File: src/rtl/scan_ctrl.sv
// rtl/scan_ctrl.sv - round-robin capture scheduler and frame timer for the scan serializer (optional SCAN_CTRL_AUTO_EN)
module scan_ctrl #(
  parameter int N_REQ       = 4,
  parameter int FRAME_LEN   = 19,
  parameter int GAP_CYCLES  = 2,
  parameter int AUTO_PERIOD = 1000
) (
  input  logic                                              clk,
  input  logic                                              rst_n,
  input  logic                                              ctrl_en,
  input  logic [N_REQ-1:0]                                  req,
  input  logic                                              abort,
  input  logic                                              clr_ovr,
  output logic                                              scan_en,
  output logic [(($clog2(N_REQ) > 1) ? $clog2(N_REQ) : 1)-1:0] scan_sel,
  output logic [N_REQ-1:0]                                  ack,
  output logic                                              frame_start,
  output logic                                              frame_valid,
  output logic                                              frame_aborted,
  output logic                                              busy,
  output logic [N_REQ-1:0]                                  overrun
);

  localparam int SEL_W = ($clog2(N_REQ) > 1) ? $clog2(N_REQ) : 1;
  localparam int CNT_W = $clog2(FRAME_LEN + 1);
  localparam int GAP_W = ($clog2(GAP_CYCLES + 1) > 1) ? $clog2(GAP_CYCLES + 1) : 1;

  // LOAD raises scan_en; the serializer registers its enable, so its capture
  // edge falls at the end of CAPT and bit 0 appears in the first SHIFT cycle.
  typedef enum logic [2:0] {
    S_IDLE,
    S_LOAD,
    S_CAPT,
    S_SHIFT,
    S_GAP
  } state_t;

  state_t             state;
  logic [N_REQ-1:0]   pending;
  logic [SEL_W-1:0]   rr_ptr;
  logic [CNT_W-1:0]   bit_cnt;
  logic [GAP_W-1:0]   gap_cnt;
  logic [N_REQ-1:0]   req_eff;
  logic               win_found;
  logic [SEL_W-1:0]   win_idx;
  logic               grant;
  logic [N_REQ-1:0]   grant_vec;
  logic [N_REQ-1:0]   ovr_set;
  logic [SEL_W-1:0]   next_ptr;

`ifdef SCAN_CTRL_AUTO_EN
  localparam int AP_W = ($clog2(AUTO_PERIOD) > 1) ? $clog2(AUTO_PERIOD) : 1;

  logic [AP_W-1:0] auto_cnt;
  logic            auto_tick;

  assign auto_tick = ctrl_en && (auto_cnt == AP_W'(AUTO_PERIOD - 1));
  assign req_eff   = req | {{(N_REQ-1){1'b0}}, auto_tick};

  // Free-running auto-capture timer, parked at zero while the block is disabled
  always_ff @(posedge clk or negedge rst_n) begin
    if (!rst_n) begin
      auto_cnt <= '0;
    end else if (!ctrl_en || auto_tick) begin
      auto_cnt <= '0;
    end else begin
      auto_cnt <= auto_cnt + 1'b1;
    end
  end
`else
  logic unused_auto;

  assign unused_auto = (AUTO_PERIOD != 0);
  assign req_eff     = req;
`endif

  // Round-robin search over pending sources starting at rr_ptr
  always_comb begin
    logic [SEL_W:0] j;
    win_found = 1'b0;
    win_idx   = '0;
    j         = '0;
    for (int k = 0; k < N_REQ; k++) begin
      j = {1'b0, rr_ptr} + (SEL_W+1)'(k);
      if (j >= (SEL_W+1)'(N_REQ)) begin
        j = j - (SEL_W+1)'(N_REQ);
      end
      if (!win_found && pending[j[SEL_W-1:0]]) begin
        win_found = 1'b1;
        win_idx   = j[SEL_W-1:0];
      end
    end
  end

  assign grant     = (state == S_IDLE) && ctrl_en && win_found;
  assign grant_vec = grant ? (N_REQ'(1) << win_idx) : '0;
  assign ovr_set   = req_eff & pending & ~grant_vec;
  assign next_ptr  = (win_idx == SEL_W'(N_REQ - 1)) ? '0 : win_idx + 1'b1;
  assign busy      = (state != S_IDLE);

  // Pending and sticky overrun bookkeeping; a same-cycle request re-arms a granted source
  always_ff @(posedge clk or negedge rst_n) begin
    if (!rst_n) begin
      pending <= '0;
      overrun <= '0;
    end else begin
      pending <= (pending & ~grant_vec) | req_eff;
      overrun <= (overrun & {N_REQ{~clr_ovr}}) | ovr_set;
    end
  end

  // Frame sequencer: grant, capture, shift, then enforced enable-low gap
  always_ff @(posedge clk or negedge rst_n) begin
    if (!rst_n) begin
      state         <= S_IDLE;
      rr_ptr        <= '0;
      bit_cnt       <= '0;
      gap_cnt       <= '0;
      scan_en       <= 1'b0;
      scan_sel      <= '0;
      ack           <= '0;
      frame_start   <= 1'b0;
      frame_valid   <= 1'b0;
      frame_aborted <= 1'b0;
    end else begin
      ack           <= '0;
      frame_start   <= 1'b0;
      frame_aborted <= 1'b0;
      case (state)
        S_IDLE: begin
          if (grant) begin
            state    <= S_LOAD;
            scan_en  <= 1'b1;
            scan_sel <= win_idx;
            ack      <= grant_vec;
            rr_ptr   <= next_ptr;
          end
        end
        S_LOAD: begin
          if (abort) begin
            state         <= S_GAP;
            scan_en       <= 1'b0;
            frame_valid   <= 1'b0;
            frame_aborted <= 1'b1;
            gap_cnt       <= '0;
          end else begin
            state <= S_CAPT;
          end
        end
        S_CAPT: begin
          if (abort) begin
            state         <= S_GAP;
            scan_en       <= 1'b0;
            frame_valid   <= 1'b0;
            frame_aborted <= 1'b1;
            gap_cnt       <= '0;
          end else begin
            state       <= S_SHIFT;
            frame_valid <= 1'b1;
            frame_start <= 1'b1;
            bit_cnt     <= '0;
          end
        end
        S_SHIFT: begin
          if (abort) begin
            state         <= S_GAP;
            scan_en       <= 1'b0;
            frame_valid   <= 1'b0;
            frame_aborted <= 1'b1;
            gap_cnt       <= '0;
          end else if (bit_cnt == CNT_W'(FRAME_LEN - 1)) begin
            state       <= S_GAP;
            frame_valid <= 1'b0;
            scan_en     <= 1'b0;
            gap_cnt     <= '0;
          end else begin
            bit_cnt <= bit_cnt + 1'b1;
          end
        end
        S_GAP: begin
          if (gap_cnt == GAP_W'(GAP_CYCLES - 1)) begin
            state <= S_IDLE;
          end else begin
            gap_cnt <= gap_cnt + 1'b1;
          end
        end
        default: begin
          state   <= S_IDLE;
          scan_en <= 1'b0;
        end
      endcase
    end
  end

endmodule

File: config.mk
export PLATFORM = sky130hd
export DESIGN_NAME = scan_ctrl
export DESIGN_NICKNAME = d
export VERILOG_FILES = /design/src/rtl/scan_ctrl.sv
export SDC_FILE = /design/constraint.sdc
export NUM_CORES = 1
export LEC_CHECK = 0
export BUFFER_PORTS_ARGS = -buffer_cell sky130_fd_sc_hd__buf_2
export CORE_UTILIZATION = 62
export CTS_BUF_LIST = sky130_fd_sc_hd__clkbuf_8
export DETAILED_ROUTE_END_ITERATION = 7
export PLACE_DENSITY = 0.94
export SYNTH_ARGS = -nofsm -noshare
export SYNTH_HDL_FRONTEND = slang
export SYNTH_SLANG_ARGS = --single-unit
File: constraint.sdc
create_clock -name clk -period 2.8 [get_ports clk]
set_input_delay 0.56 -clock clk [delete_from_list [all_inputs] [get_ports clk]]
set_output_delay 0.56 -clock clk [all_outputs]
set_load 0.02 [all_outputs]
[After elaboration in Yosys (flattened, before gate mapping)]
Index checks and enable logic that the tools add are counted.
Storage, ports and cells
  input bits: 9
  register bits: 30
  output and inout port bits: 15
  logic and storage cells: 127
Cells by class
  equal/unequal tests: 16
  bitwise operators: 9
  $add $sub $neg: 10
  magnitude comparators: 8
  muxes and demuxes: 50
  reductions and logical operators: 21
  shift operators: 1
Operators by type and width (count)
  $mux W2: 13
  $mux W3: 6
  $and A4 B4 Y4: 4
  $mux W1: 16
  $mux W5: 3
  $pmux W3 S5: 1
  $ne A2 B2 Y1 const B: 7
  $lt A2 B3 Y1 const B: 4
  $mux W4: 3
  $reduce_and A4 Y1: 3
  $pmux W5 S2: 1
  $ge A3 B3 Y1 const B: 3
  $reduce_bool A3 Y1: 3
  $bmux W1 S2: 4
  $or A4 B4 Y4: 2
  $sub A2 B1 Y2 const B: 4
  $add A2 B2 Y3 const B: 2
  $eq A3 B2 Y1 const B: 2
  $pmux W2 S3: 1
  $reduce_and A3 Y1: 2
  $add A5 B1 Y5 const B: 1
  $eq A5 B5 Y1 const B: 1
  $logic_and A1 B1 Y1: 5
  $add A2 B1 Y2 const B: 2
  other kinds (19): 22

[Logic depth before layout (Yosys ltp)]
Gate-level depths: netlist of run 1.
  word-level depth: 19
  depth in mapped cells: 7

[Least setup slack after synthesis of run 1]
Ideal clock, no wire load.
  kind: input to register
  from: input port abort
  to: register bit_cnt[1]
  path slack: 1110 ps
  setup time: 66 ps
  cell stages on the path: 5
  data arrival time: 1625 ps
  buffers on the path: 1
  data required time: 2734 ps
  path through: buf_2 > or3b_1 > or2_1 > o31ai_2 > a22o_1
Between the ends
  cells in the longest elaborated chain, start to end: 2
  elaborated cells on any way between the ends: 3
RTL lines
  start, declared: RTL line 12  | input logic abort,
  $ne A2 B2 Y1 (no line)
  $reduce_and A4 Y1 (no line) *
  end signal, assigned: RTL line 177  | bit_cnt <= bit_cnt + 1'b1;
  end, declared: RTL line 41  | logic [CNT_W-1:0] bit_cnt;
Every way passes the cells marked *; elsewhere a longest branch is shown, timed or not.
A chain may end at the register's enable or synchronous reset.

[Worst setup path in the final report of run 1]
  from: register state[2]
  to: output port busy
Between the ends
  cells in the longest elaborated chain, start to end: 1
RTL lines
  start, declared: RTL line 38  | state_t state;
  start signal, assigned: RTL line 115  | state <= S_IDLE;
  start signal, assigned: RTL line 132  | state <= S_LOAD;
  start signal, assigned: RTL line 141  | state <= S_GAP;
  $reduce_bool A3 Y1: RTL line 99  | assign busy = (state != S_IDLE);
  end, declared: RTL line 20  | output logic busy,
No other way between the ends.

==> summary.md, run 1 <==
| Metric | Value |
|---|---|
| DR vias | 1,099 |
| Rows | 17 |
| Pin count of the biggest net entering global routing | 31 |
| Worst EP required | roughly 2.2 ns |
| Mapped Area | 1483 sq um |
| Final Hold Viols | 0 |
| Remaining DRCs | 0 |
| VDD IR max | 0.0007096 V |
| Final net count | 172 |
| Initial DRC Count | 29 |
| Critical Setup Path Class | reg -> out |
| Synth Net Count | 147 |
| Worst EP arrival | 1.42 ns |
| Routed Antenna Nets | 0 |
| Final number of max-transition violations | 0 |
| Die area | 2591 sq um |
| Share of cells above drive strength 1 | 27.56% |
| Clock skew | 0.003449 ns |
| Routability cong. | 0.7770 |
| DP HPWL | 2186 microns |
| Crit-path max FO | 11 |
| MaxCap Viol Count | 0 |
| Utilization after layout | 75.01% |
| Die Y | 50.90 microns |
| Fillers | 157 |
| Vias in the first global route | 1,131 |
| GRT overflow | 0 |
| Syn. warnings | 0 |
| Crit end category | output port |
| Post-synthesis mux area share | 2.194% |
| Core ar. | 2233 sq um |
| Number of synthesized flops with an enable pin | 0 |
| Complex-gate fraction of the synthesized area | 21.52% |
| Longest Clk Path Bufs | 2 |
| Io pins | 24 |
| CTS Buf Count | 5 |
| R2R Path Start | pending[1] |
| CTS H-tree depth | 2 |
| GRT Overall Usage | 27.41% |
| Hold-fix buffers, CTS | 0 |
| Commonest cells after routing, fill and taps aside | dfrtp_1 (30), buf_2 (23), inv_1 (14) |
| First-pass GRT wire length | 4995 microns |
| Starting density of the core | between 60 and 70% |
| Outcome | complete, no violations |
| First-pass DRT Iterations | 4 |
| Synth unique cells | 42 |
| Post-CTS setup buffers | 0 |
| Slew HR | roughly 57% |
| Post-Synthesis Cells | 131 |
| Min Hold Slack | 0.2991 ns |
| TritonCTS clock tree | done |
| Reg2Reg Depth | 4 |
| Post-synthesis xor/xnor area fraction | 0% |
| Hold WC Path Type | in -> async |
| Synthesized area per cell | 11.32 sq um |
| DR WL/cell | 16.08 microns |
| Largest family of logic cells by synthesized area | compound AO/OA/AOI/OAI gates |
| # port buffers | 23 |
| Reg2Reg Setup Slack | 0.96 ns |
| Setup violators final | 0 |
| FMAX | 0.5045 GHz |
| Yosys reg bits | 30 |
| Sink Count | 30 |
| Root Driver | clkbuf_8 |
| Simple-Gate Fraction of Synth Area | between 10 and 15% |
| Crit share post-route | a little over two thirds |
| Pwr Density | 1081 nW/um^2 |
| Leakage power | ~0.83 nW |
| Initial antenna violation count | 0 |
| Seq/Total Area, Yosys | 50.63% |
| Clock slew at reported path FFs | 0.06 ns |
| Setup TNS | 0 ns |
| Worst-margin pin slew | roughly 0.64 ns |
| DIE WIDTH | between 50 and 60 microns |
| Clk_lat worst skew | around 0.28 ns |
| N_diodes | 0 |
| R2r endpoint | rr_ptr[1] |
| RSZ-0062 raised after global routing | false |
| Post_cts resized | 0 |
| DR vias/cell | 5.973 |
| Area Overhead vs Synth | 13.00% |
| Fin crit period | 1.982 ns |
| Most common cell after layout, fill and taps aside | dfrtp_1 |
| Crit path launch type | flop |
| Post-synth top flop | dfrtp_1 |
| Async set-or-reset flop fraction in the synthesized netlist | 100.0% |
| Routed WL | 2958 microns |
| Adder-Cell Fraction of Synth Area | 5.907% |
==> layer usage <==
metal  part of all wire (%)  track usage [%]  vias up
met5                      0                0        -
met4                    2.2            15.28        0
met3                    5.5            8.036        7
met2                     51            44.96       43
met1                     41            31.94      537
li1                       -                -      512
==> flip-flops by register name, summed over array words and instances (netlist names) <==
name and flops:
pending 4, scan_en 1, gap_cnt 2, frame_valid 1
rr_ptr 2, scan_sel 2, state 3, frame_start 1
bit_cnt 5, overrun 4, ack 4, frame_aborted 1
==> layout make-up <==
| cell class | count | area, sq um | area share, % |
|---|---|---|---|
| sequential | 30 | 750.7 | 44.81 |
| multi-input combinational | 83 | 649.4 | 38.76 |
| timing repair buffer | 23 | 115.1 | 6.871 |
| clock buffer | 5 | 68.82 | 4.108 |
| inverter | 13 | 48.80 | 2.913 |
| tap | 28 | 35.03 | 2.091 |
| clock inverter | 2 | 7.507 | 0.4481 |
==> cell families (layout without fill, tap and decap cells) <==
kind of cell             count (synthesis)  count (layout)
AO/OA/AOI/OAI                           40              40
adder cells (fa/ha/maj)                  7               7
buffers and inverters                   18              43
flip-flops                              30              30
multiplexers                             3               3
AND/OR/NAND/NOR                         33              33
==> cell usage after synthesis (3+ instances only) <==
cell | count | area share, %
a21oi_1 | 7 | 2.4
buf_2 | 3 | 1.0
a32o_1 | 4 | 2.7
ha_1 | 7 | 5.9
a21o_1 | 4 | 2.0
o21ai_1 | 3 | 1.0
nand2_2 | 4 | 1.7
inv_1 | 12 | 3.0
dfrtp_1 | 30 | 51
o21ai_0 | 6 | 2.0
o31ai_1 | 3 | 1.5
nor2_1 | 7 | 1.8
nand2_1 | 5 | 1.3
==> worst max-delay path, stage by stage, from the launching register on <==
cell and delay [ns]:
dfrtp_1 0.49, or3_4 0.48, buf_2 0.18
==> stage by stage <==
stage	cell area, sq um	instances	power, mW	setup slack, ns
2_1_floorplan	1483	131	1.301	1.110
3_3_place_gp	1599	177	1.436	0.9070
3_5_place_dp	1599	177	1.504	0.8174
4_1_cts	1675	184	1.821	0.8212
5_1_grt	1675	184	1.936	0.7700
6_report	1675	184	1.811	0.8179
==> power by group <==
part           switching, mW  internal [mW]  total, mW
clock                  0.151          0.163      0.314
combinational          0.426          0.313      0.739
sequential             0.173          0.585      0.758
==> worst max-delay path by stage <==
stage | to | slack [ns] | cells past startpoint | from
2_1_floorplan | bit_cnt[1] | 1.11 | 5 | abort
3_3_place_gp | bit_cnt[1] | 0.91 | 5 | abort
3_5_place_dp | bit_cnt[1] | 0.82 | 5 | abort
4_1_cts | busy | 0.82 | 2 | state[2]
5_1_grt | busy | 0.77 | 2 | state[0]
6_report | busy | 0.82 | 2 | state[2]
Power figures use the tool's default switching activity.
==> run 2: changes to the inputs <==
Settings changed: CORE_UTILIZATION 62 to 52, PLACE_DENSITY 0.94 to 0.85.
Clock period 2.8 ns to 1.8 ns, I/O delays scaled along.
==> run 2 against run 1 <==
Net effect: clock skew up 0.0027 ns; worst hold slack worse by 0.20 ns; clock-buffer cell count unchanged; largest cell class unchanged; sequential power up 52%; flip-flop and latch count unchanged; utilization down 7.5 points; highest routed layer unchanged; final area up 4.4%; via count down 3.4%; cell count up 3.3%.
==> summary.md, run 2 (same netlist as run 1, synthesis figures left out) <==
| Metric | Value |
|---|---|
| Outcome | complete, no violations |
| DR WL/cell | 14.48 microns |
| Clock slew at reported path FFs | 0.07 ns |
| Hold WC Path Type | in -> async |
| Initial antenna violation count | 0 |
| Routed WL | 2752 microns |
| DR vias/cell | 5.589 |
| Io pins | 24 |
| Final number of max-transition violations | 0 |
| Routability cong. | between 0.8 and 0.9 |
| Routed Antenna Nets | 0 |
| Final Hold Viols | 0 |
| DR vias | 1,062 |
| Pin count of the biggest net entering global routing | 31 |
| Hold-fix buffers, CTS | 0 |
| Die area | 3069 sq um |
| MaxCap Viol Count | 0 |
| Worst EP required | 1.44 ns |
| R2R Path Start | rr_ptr[1] |
| Leakage power | 0.8514 nW |
| # port buffers | 23 |
| Longest Clk Path Bufs | 2 |
| Worst EP arrival | ~1.4 ns |
| Commonest cells after routing, fill and taps aside | dfrtp_1 (27), buf_2 (23), inv_1 (12) |
| Crit end category | output port |
| Rows | 18 |
| GRT overflow | 0 |
| Setup TNS | 0 ns |
| Initial DRC Count | 12 |
| Clk_lat worst skew | 0.28 ns |
| Remaining DRCs | 0 |
| Share of cells above drive strength 1 | 32.50% |
| CTS H-tree depth | 2 |
| Setup violators final | 0 |
| DP HPWL | 2013 microns |
| Most common cell after layout, fill and taps aside | dfrtp_1 |
| DIE WIDTH | 55.40 microns |
| Final instance area | 1749 sq um |
| R2r endpoint | rr_ptr[1] |
| Sink Count | 30 |
| Fillers | 185 |
| Clock skew | between 0.006 and 0.007 ns |
| Crit path launch type | flop |
| Pwr Density | 1736 nW/um^2 |
| Die Y | 55.40 microns |
| First-pass GRT wire length | 4809 microns |
| FMAX | 0.5695 GHz |
| CTS Buf Count | 5 |
| N_diodes | 0 |
| Critical Setup Path Class | reg -> out |
| Reg2Reg Depth | 4 |
| Core ar. | 2590 sq um |
| Root Driver | clkbuf_8 |
| Reg area | 754.5 sq um |
| First-pass DRT Iterations | 4 |
| Vias in the first global route | 1,075 |
| GRT Overall Usage | about a fifth |
| Crit share post-route | 97.55% |
| Largest register FFs | 5 |
| TritonCTS clock tree | done |
| Final net count | 175 |
| Worst-margin pin slew | 0.6494 ns |
| Slew HR | 56.71% |
| VDD IR max | approximately 0.0012 V |
| CP startpoint | state[2] |
| Top reg by flops | bit_cnt |
| Starting density of the core | 57.25% |
| Area Overhead vs Synth | 17.97% |
| Reg2Reg Setup Slack | 0.11 ns |
| Post-CTS setup buffers | 0 |
| RSZ-0062 raised after global routing | false |
| Fin crit period | 1.756 ns |
| Post-Place Cell Area | 1624 sq um |
| Area of the multi-input gates | 661.9 sq um |
| Crit-path max FO | 11 |
[run 2: cell count changes in the layout (fill, tap and decap cells not counted), sizes merged]
cell | before | now
clkinv | 0 | 2
buf | 23 | 26
bufinv | 0 | 1
inv | 15 | 13
[run 2: worst max path at each step]
| stage | slack, ns | to | cells after the start |
|---|---|---|---|
| floorplan | 0.14 | rr_ptr[1] | 4 |
| global placement | 0.14 | rr_ptr[1] | 4 |
| detailed placement | 0.05 | rr_ptr[1] | 4 |
| CTS | 0.001 | busy | 2 |
| global route | 0.0003 | state[1] | 5 |
| finish | 0.04 | busy | 2 |
[run 2: what timing repair did]
item | 4_1_cts | 5_1_grt
setup endpoints to repair | 0 | 8
resized for setup | 0 | 5
endpoints found under the hold margin | 0 | 0
[run 2: layout make-up]
cell class | count | area share, %
Clock buffer | 5 | 3.934
Clock inverter | 3 | 2.289
Inverter | 13 | 2.790
Multi-Input combinational cell | 83 | 37.84
Sequential cell | 30 | 43.13
Tap cell | 30 | 2.146
Timing Repair Buffer | 26 | 7.868
[run 2: stage by stage]
stage               util [%]  setup WS, ns  total power, mW  hold slack (ns)  std cells
floorplan                  -        0.1363            2.024          0.06441        131
global placement       62.71        0.1399            2.264           0.4202        182
detailed placement     62.71       0.05107            2.340           0.4321        182
CTS                    66.91     0.0009784            3.010           0.1306        190
global route           67.54     0.0003118            3.252           0.1577        190
finish                 67.54       0.04409            3.036          0.09940        190
[run 2: power by group]
group	internal, mW	total [mW]	switching, mW
sequential	0.915	1.15	0.236
clock	0.407	0.658	0.252
combinational	0.532	1.23	0.694
[run 2: routing by layer]
metal  GRT usage (%)  part of all wire [%]  vias up
met5               0                     0        -
met4           10.00                  0.84        0
met3           6.089                   3.4        4
met2           31.33                    49       19
met1           26.92                    47      517
li1                -                     -      522
[run 2: critical path: stages, from the launching register on]
cell	delay [ns]
dfrtp_2	0.48
or3_4	0.46
buf_2	0.18
